`src/rtl/button_arbiter.sv`:
```
// Button press arbiter: gathers one-cycle press pulses from four colour buttons
// during a player-input window, serialises simultaneous presses in round-robin
// order into a small event FIFO, and times out an idle window.
module button_arbiter #(
    parameter int TIMEOUT_CYCLES = 50000000,
    parameter int FIFO_DEPTH     = 4
) (
    input  logic       clk,
    input  logic       rst,
    input  logic [3:0] btn,
    input  logic       arm,
    input  logic       disarm,
    input  logic       ev_ready,
    output logic       ev_valid,
    output logic [1:0] ev_color,
    output logic       armed,
    output logic       timeout,
    output logic       overflow
);

    localparam int TW = $clog2(TIMEOUT_CYCLES);
    localparam int AW = $clog2(FIFO_DEPTH);
    localparam int CW = AW + 1;
    localparam logic [TW-1:0] TMAX = TW'(TIMEOUT_CYCLES - 1);

    typedef enum logic {
        S_IDLE,
        S_ARMED
    } state_t;

    state_t         r_state;
    state_t         w_state_next;
    logic [TW-1:0]  r_timer;
    logic [TW-1:0]  w_timer_next;
    logic           w_timeout;
    logic           w_ovf_clear;
    logic           w_collision;
    logic           r_overflow;

    logic [3:0]     r_pending;
    logic [3:0]     w_pending_next;
    logic [3:0]     w_req;
    logic [1:0]     r_last_grant;
    logic [1:0]     w_grant_idx;
    logic [1:0]     w_cand;
    logic           w_grant;

    logic [1:0]     r_mem [FIFO_DEPTH];
    logic [AW-1:0]  r_wr_ptr;
    logic [AW-1:0]  r_rd_ptr;
    logic [CW-1:0]  r_count;
    logic           w_full;
    logic           w_push;
    logic           w_pop;
    logic           w_valid;

    // Window FSM: next state, timer and timeout pulse. A press in the
    // would-be timeout cycle wins over the timeout.
    always_comb begin
        w_state_next = r_state;
        w_timer_next = r_timer;
        w_timeout    = 1'b0;
        w_ovf_clear  = 1'b0;
        case (r_state)
            S_IDLE: begin
                w_timer_next = '0;
                if (arm) begin
                    w_state_next = S_ARMED;
                    w_ovf_clear  = 1'b1;
                end
            end
            S_ARMED: begin
                if (disarm) begin
                    w_state_next = S_IDLE;
                    w_timer_next = '0;
                end else if (arm) begin
                    w_timer_next = '0;
                    w_ovf_clear  = 1'b1;
                end else if (btn != 4'b0000) begin
                    w_timer_next = '0;
                end else if (r_timer == TMAX) begin
                    w_timeout    = 1'b1;
                    w_state_next = S_IDLE;
                    w_timer_next = '0;
                end else begin
                    w_timer_next = r_timer + TW'(1);
                end
            end
            default: begin
                w_state_next = S_IDLE;
                w_timer_next = '0;
            end
        endcase
    end

    // FSM state and window timer registers.
    always_ff @(posedge clk or posedge rst) begin
        if (rst) begin
            r_state <= S_IDLE;
            r_timer <= '0;
        end else begin
            r_state <= w_state_next;
            r_timer <= w_timer_next;
        end
    end

    // Round-robin search upward from the slot after the last grant; a full
    // FIFO blocks granting so every request stays pending.
    always_comb begin
        w_req       = r_pending | ((r_state == S_ARMED) ? btn : 4'b0000);
        w_grant     = 1'b0;
        w_grant_idx = r_last_grant;
        w_cand      = r_last_grant;
        for (int k = 1; k <= 4; k++) begin
            w_cand = r_last_grant + 2'(k);
            if (!w_grant && !w_full && w_req[w_cand]) begin
                w_grant     = 1'b1;
                w_grant_idx = w_cand;
            end
        end
        w_pending_next = w_grant ? (w_req & ~(4'b0001 << w_grant_idx)) : w_req;
        w_collision    = (r_state == S_ARMED) && ((btn & r_pending) != 4'b0000);
    end

    // Pending requests, last grant and the sticky lost-press flag.
    always_ff @(posedge clk or posedge rst) begin
        if (rst) begin
            r_pending    <= 4'b0000;
            r_last_grant <= 2'd3;
            r_overflow   <= 1'b0;
        end else begin
            r_pending  <= w_pending_next;
            r_overflow <= (w_ovf_clear ? 1'b0 : r_overflow) | w_collision;
            if (w_grant) begin
                r_last_grant <= w_grant_idx;
            end
        end
    end

    assign w_valid = (r_count != '0);
    assign w_full  = (r_count == CW'(FIFO_DEPTH));
    assign w_pop   = w_valid & ev_ready;
    assign w_push  = w_grant;

    // Event storage; contents need no reset because the count gates validity.
    always_ff @(posedge clk) begin
        if (w_push) begin
            r_mem[r_wr_ptr] <= w_grant_idx;
        end
    end

    // FIFO pointers and occupancy; push and pop may coincide when not full.
    always_ff @(posedge clk or posedge rst) begin
        if (rst) begin
            r_wr_ptr <= '0;
            r_rd_ptr <= '0;
            r_count  <= '0;
        end else begin
            if (w_push) begin
                r_wr_ptr <= r_wr_ptr + AW'(1);
            end
            if (w_pop) begin
                r_rd_ptr <= r_rd_ptr + AW'(1);
            end
            case ({w_push, w_pop})
                2'b10:   r_count <= r_count + CW'(1);
                2'b01:   r_count <= r_count - CW'(1);
                default: r_count <= r_count;
            endcase
        end
    end

    assign ev_valid = w_valid;
    assign ev_color = w_valid ? r_mem[r_rd_ptr] : 2'b00;
    assign armed    = (r_state == S_ARMED);
    assign timeout  = w_timeout;
    assign overflow = r_overflow;

endmodule

```
`config.mk`:
```
export PLATFORM = sky130hd
export DESIGN_NAME = button_arbiter
export DESIGN_NICKNAME = d
export VERILOG_FILES = /design/src/rtl/button_arbiter.sv
export SDC_FILE = /design/constraint.sdc
export NUM_CORES = 1
export LEC_CHECK = 0
export CAP_MARGIN = 20
export CORE_ASPECT_RATIO = 0.8
export CORE_MARGIN = 8
export CORE_UTILIZATION = 45
export CTS_CLUSTER_SIZE = 40
export DETAILED_ROUTE_END_ITERATION = 8
export GPL_ROUTABILITY_DRIVEN = 0
export GPL_TIMING_DRIVEN = 0
export PLACE_DENSITY = 0.66
export SYNTH_ARGS = -nofsm -noshare
export SYNTH_HDL_FRONTEND = slang
export SYNTH_SLANG_ARGS = --single-unit
```
`constraint.sdc`:
```
create_clock -name clk -period 3.4 [get_ports clk]
set_clock_uncertainty 0.2 [all_clocks]
set_input_delay 0.51 -clock clk [delete_from_list [all_inputs] [get_ports clk]]
set_output_delay 0.51 -clock clk [all_outputs]
set_load 0.05 [all_outputs]
```
==> results.yml <==
sta:
  grt_setup_unrepaired: "false"
  finalCritPeriodShare_pct: 94.7
  fmax_ghz: 0.311
  tightest_slew_ns: 0.834
  max-slew-margin-rel_pct: 44.3
  finalSetupViolCount: 0
  drv_slew: 0
  hold_viol_final: 0
  min_period_ns: 3.22
global_route:
  grt-ovfl-total: 0
  grt_pass1_wl_um: 8660
  grt_max_degree: 42
  grt_pass1_vias: 1752
  antenna_found_initial: 0
  track_usage_pct: 12.3
floorplan:
  die_w_um: 102
  start_util_pct: 45.9
  die_area_mm2: 0.00870
  num_rows: 25
  die_h_um: 85.1
  coreArea_mm2: 0.00585
  num_io_pins: 15
clock_tree:
  cts_buffers: 5
  clk-insertion-delay-late_ns: 0.29
  cts.clk_slew.worst_paths_ns: 0.08
  cts-htree-levels: 2
  cts_tree: "built"
  post_cts_buffers: 0
  cts_root_buf: "clkbuf_8"
  clk_path_buf_depth: 2
  clkSinkCount: 49
pwr:
  ir_drop_v: 0.000430
  switchingPower_w: 0.000885
  pwr-share-clk_pct: 14.5
  internal-power_w: 0.00135
  total_power_w: 0.00223
  power_frac_comb_pct: 43.7
  p_leak_nw: 1.20
  swShare_pct: 39.6
  power_density_mw_per_mm2: 740
  seqPwrFrac_pct: 41.8
place:
  placed_area_mm2: 0.00292
  hpwlAfterDp_um: 3560
  port-buffer-count: 14
final_layout:
  utilization_pct: 51.6
  syn2layout_area_growth_pct: 12.5
  drive_above_1_share_pct: 11.9
  antenna_cells: 0
  stdcell_area_mm2: 0.00302
  layout.nets: 293
run:
  maxCapViolations: 0
routing:
  totalWireLength_um: 4910
  via_per_inst: 5.15
  remaining_drc_errors: 0
  ant_nets: 0
  wire_per_inst_um: 13.7
  dr.first_iter.drc_count: 99
  first_pass_iters: 4
  route.vias.total: 1848
setup_path:
  required_ns: 3.42
  cp-start-kind: "input port"
  worstPathMaxFanout: 10
  r2r_slack_ns: 0.38
  crit_arrival_ns: 3.24
  r2r_cells: 12
  r2r-end: "r_count[2]$_DFFE_PP0P_"
  crit_type: "in -> reg"
  end_kind: "register"
  r2r-start: "r_last_grant[0]$_DFFE_PP1P_"
min_path:
  min_path_cells: 1
  min_from: "r_count[2]$_DFFE_PP0P_"
  min_to: "r_count[2]$_DFFE_PP0P_"
  hold_path.class: "reg -> reg"
synth:
  synth.avg_cell_area_um2: 10.5
  synth_cell_types: 52
  synth_edf_count: 8
  synth_top_area_share_pct: 36.4
  ys.flop_type: "dfrtp_1"
  synth.area.top_cells: "dfrtp_1, edfxtp_1, xor2_1"
  synth.largest_area_cell: "dfrtp_1"
  ys_seq_area_share_pct: 47.3
  syn_nets: 272
  syn_area_mm2: 0.00268
  ys_seq_elements: 49
  ys_async_sr_fraction_pct: 83.7
  synth_warnings: 0
  synthCells: 256
outcome:
  outcome: "finished, final reports clean"
## power by group through the flow
stage                     Sequential (W)  Combinational (W)  Clock (W)
after floorplan                 0.000922           0.000733          0
after global placement          0.000937           0.000963          0
after detailed placement        0.000940           0.000967          0
after CTS                       0.000930           0.000970   0.000335
after global routing            0.000953            0.00107   0.000354
final                           0.000934           0.000975   0.000325
## per-stage QoR
stage                     std cells  hold slack (ns)  TNS [ns]  setup WS (ns)
after floorplan                 256            0.259         0          0.411
final                           359            0.307         0          0.180
after global routing            359            0.333         0        0.00958
after CTS                       359            0.307         0          0.142
after detailed placement        351            0.284    -0.216         -0.184
after global placement          351            0.280    -0.228         -0.199
## routing by layer
| layer | track usage [%] | wire [um] | vias up |
|---|---|---|---|
| met3 | 2.62 | 166 | 5 |
| li1 | - | - | 935 |
| met4 | 4.39 | 64 | 0 |
| met5 | 0 | 0 | - |
| met2 | 15.3 | 1970 | 40 |
| met1 | 19.6 | 2710 | 868 |
## synth_stat cells, types with 4 or more instances
cell type,n
nor2_1,31
o21ai_0,6
a31oi_1,4
inv_1,16
dfrtp_1,39
nand2_1,16
nor4_1,5
buf_6,4
nand3_1,12
xor2_1,16
nand4_1,4
nor3_1,4
edfxtp_1,8
ha_1,6
and2_1,10
a21oi_1,5
xnor2_1,13
and3_1,4
## layout by cell type (no fill, tap or decap), types with 2 or more instances in the layout
master	n
nand2_1	16
inv_1	15
mux2i_1	2
dfstp_2	2
inv_2	2
dfrtp_1	39
mux4_2	3
clkinv_1	2
and4_1	3
a21oi_1	5
a22oi_1	2
buf_4	2
buf_6	4
xor2_1	16
nor2_1	31
nor4_1	5
nor3_1	4
or2_2	3
a31oi_1	4
nor3b_1	3
xnor2_1	13
ha_1	6
clkdlybuf4s50_1	12
a211oi_1	2
o21ai_0	6
and3_1	4
nand3_1	12
nor4b_1	3
o31ai_1	2
and2_1	10
a21oi_2	2
edfxtp_1	8
nand4_1	4
clkbuf_8	5
## flip-flops by register name (all words and copies together), names as in the netlist
name and flops:
r_wr_ptr 2, r_count 3, r_mem 8, r_last_grant 2, armed 1, r_rd_ptr 2
overflow 1, r_timer 26, r_pending 4
## kinds of logic after synthesis
kind of cell	count (synthesis)	synth area share (%)
AOI/OAI and AO/OA	35	9.79
xor gates and xnor gates	29	9.47
adders and majority gates	7	3.54
buffers and inverters	24	4.80
DFF	49	47.3
muxes	6	3.68
and+or+nand+nor	106	21.4
## repair_timing
item / in CTS / in global routing
setup endpoints to repair: 1 / 1
resized for setup: 1 / 3
hold buffers: 0 / 0
## worst max-delay path: stages
cell,delay [ns]
clkdlybuf4s50_1,0.50
a21oi_1,0.37
mux2i_1,0.16
o31ai_1,0.29
o22ai_2,0.14
buf_6,0.18
inv_1,0.08
ha_1,0.18
inv_1,0.06
fa_1,0.37
xor2_1,0.15
nor2_1,0.11
xor2_1,0.15
## worst max path at each step
stage               slack (ns)       startpoint  cells after the start                endpoint
finish                    0.18           btn[2]                     13  r_count[2]$_DFFE_PP0P_
global route              0.01           btn[2]                     13  r_count[2]$_DFFE_PP0P_
CTS                       0.14           btn[0]                     13  r_count[2]$_DFFE_PP0P_
detailed placement       -0.18           btn[0]                     13  r_count[2]$_DFFE_PP0P_
global placement         -0.20           btn[0]                     13  r_count[2]$_DFFE_PP0P_
floorplan                 0.41  armed$_DFF_PP0_                     13  r_count[2]$_DFFE_PP0P_
## layout make-up
| type | instances | area (um2) |
|---|---|---|
| plain buffers | 7 | 65.1 |
| clock buffers | 5 | 68.8 |
| clock inverters | 3 | 12.5 |
| fillers | 546 | 2830 |
| inverters | 17 | 63.8 |
| multi-input cells | 183 | 1300 |
| flip-flops and latches | 49 | 1270 |
| well taps | 81 | 101 |
| repair buffers | 14 | 141 |
Power figures use the tool's default switching activity.
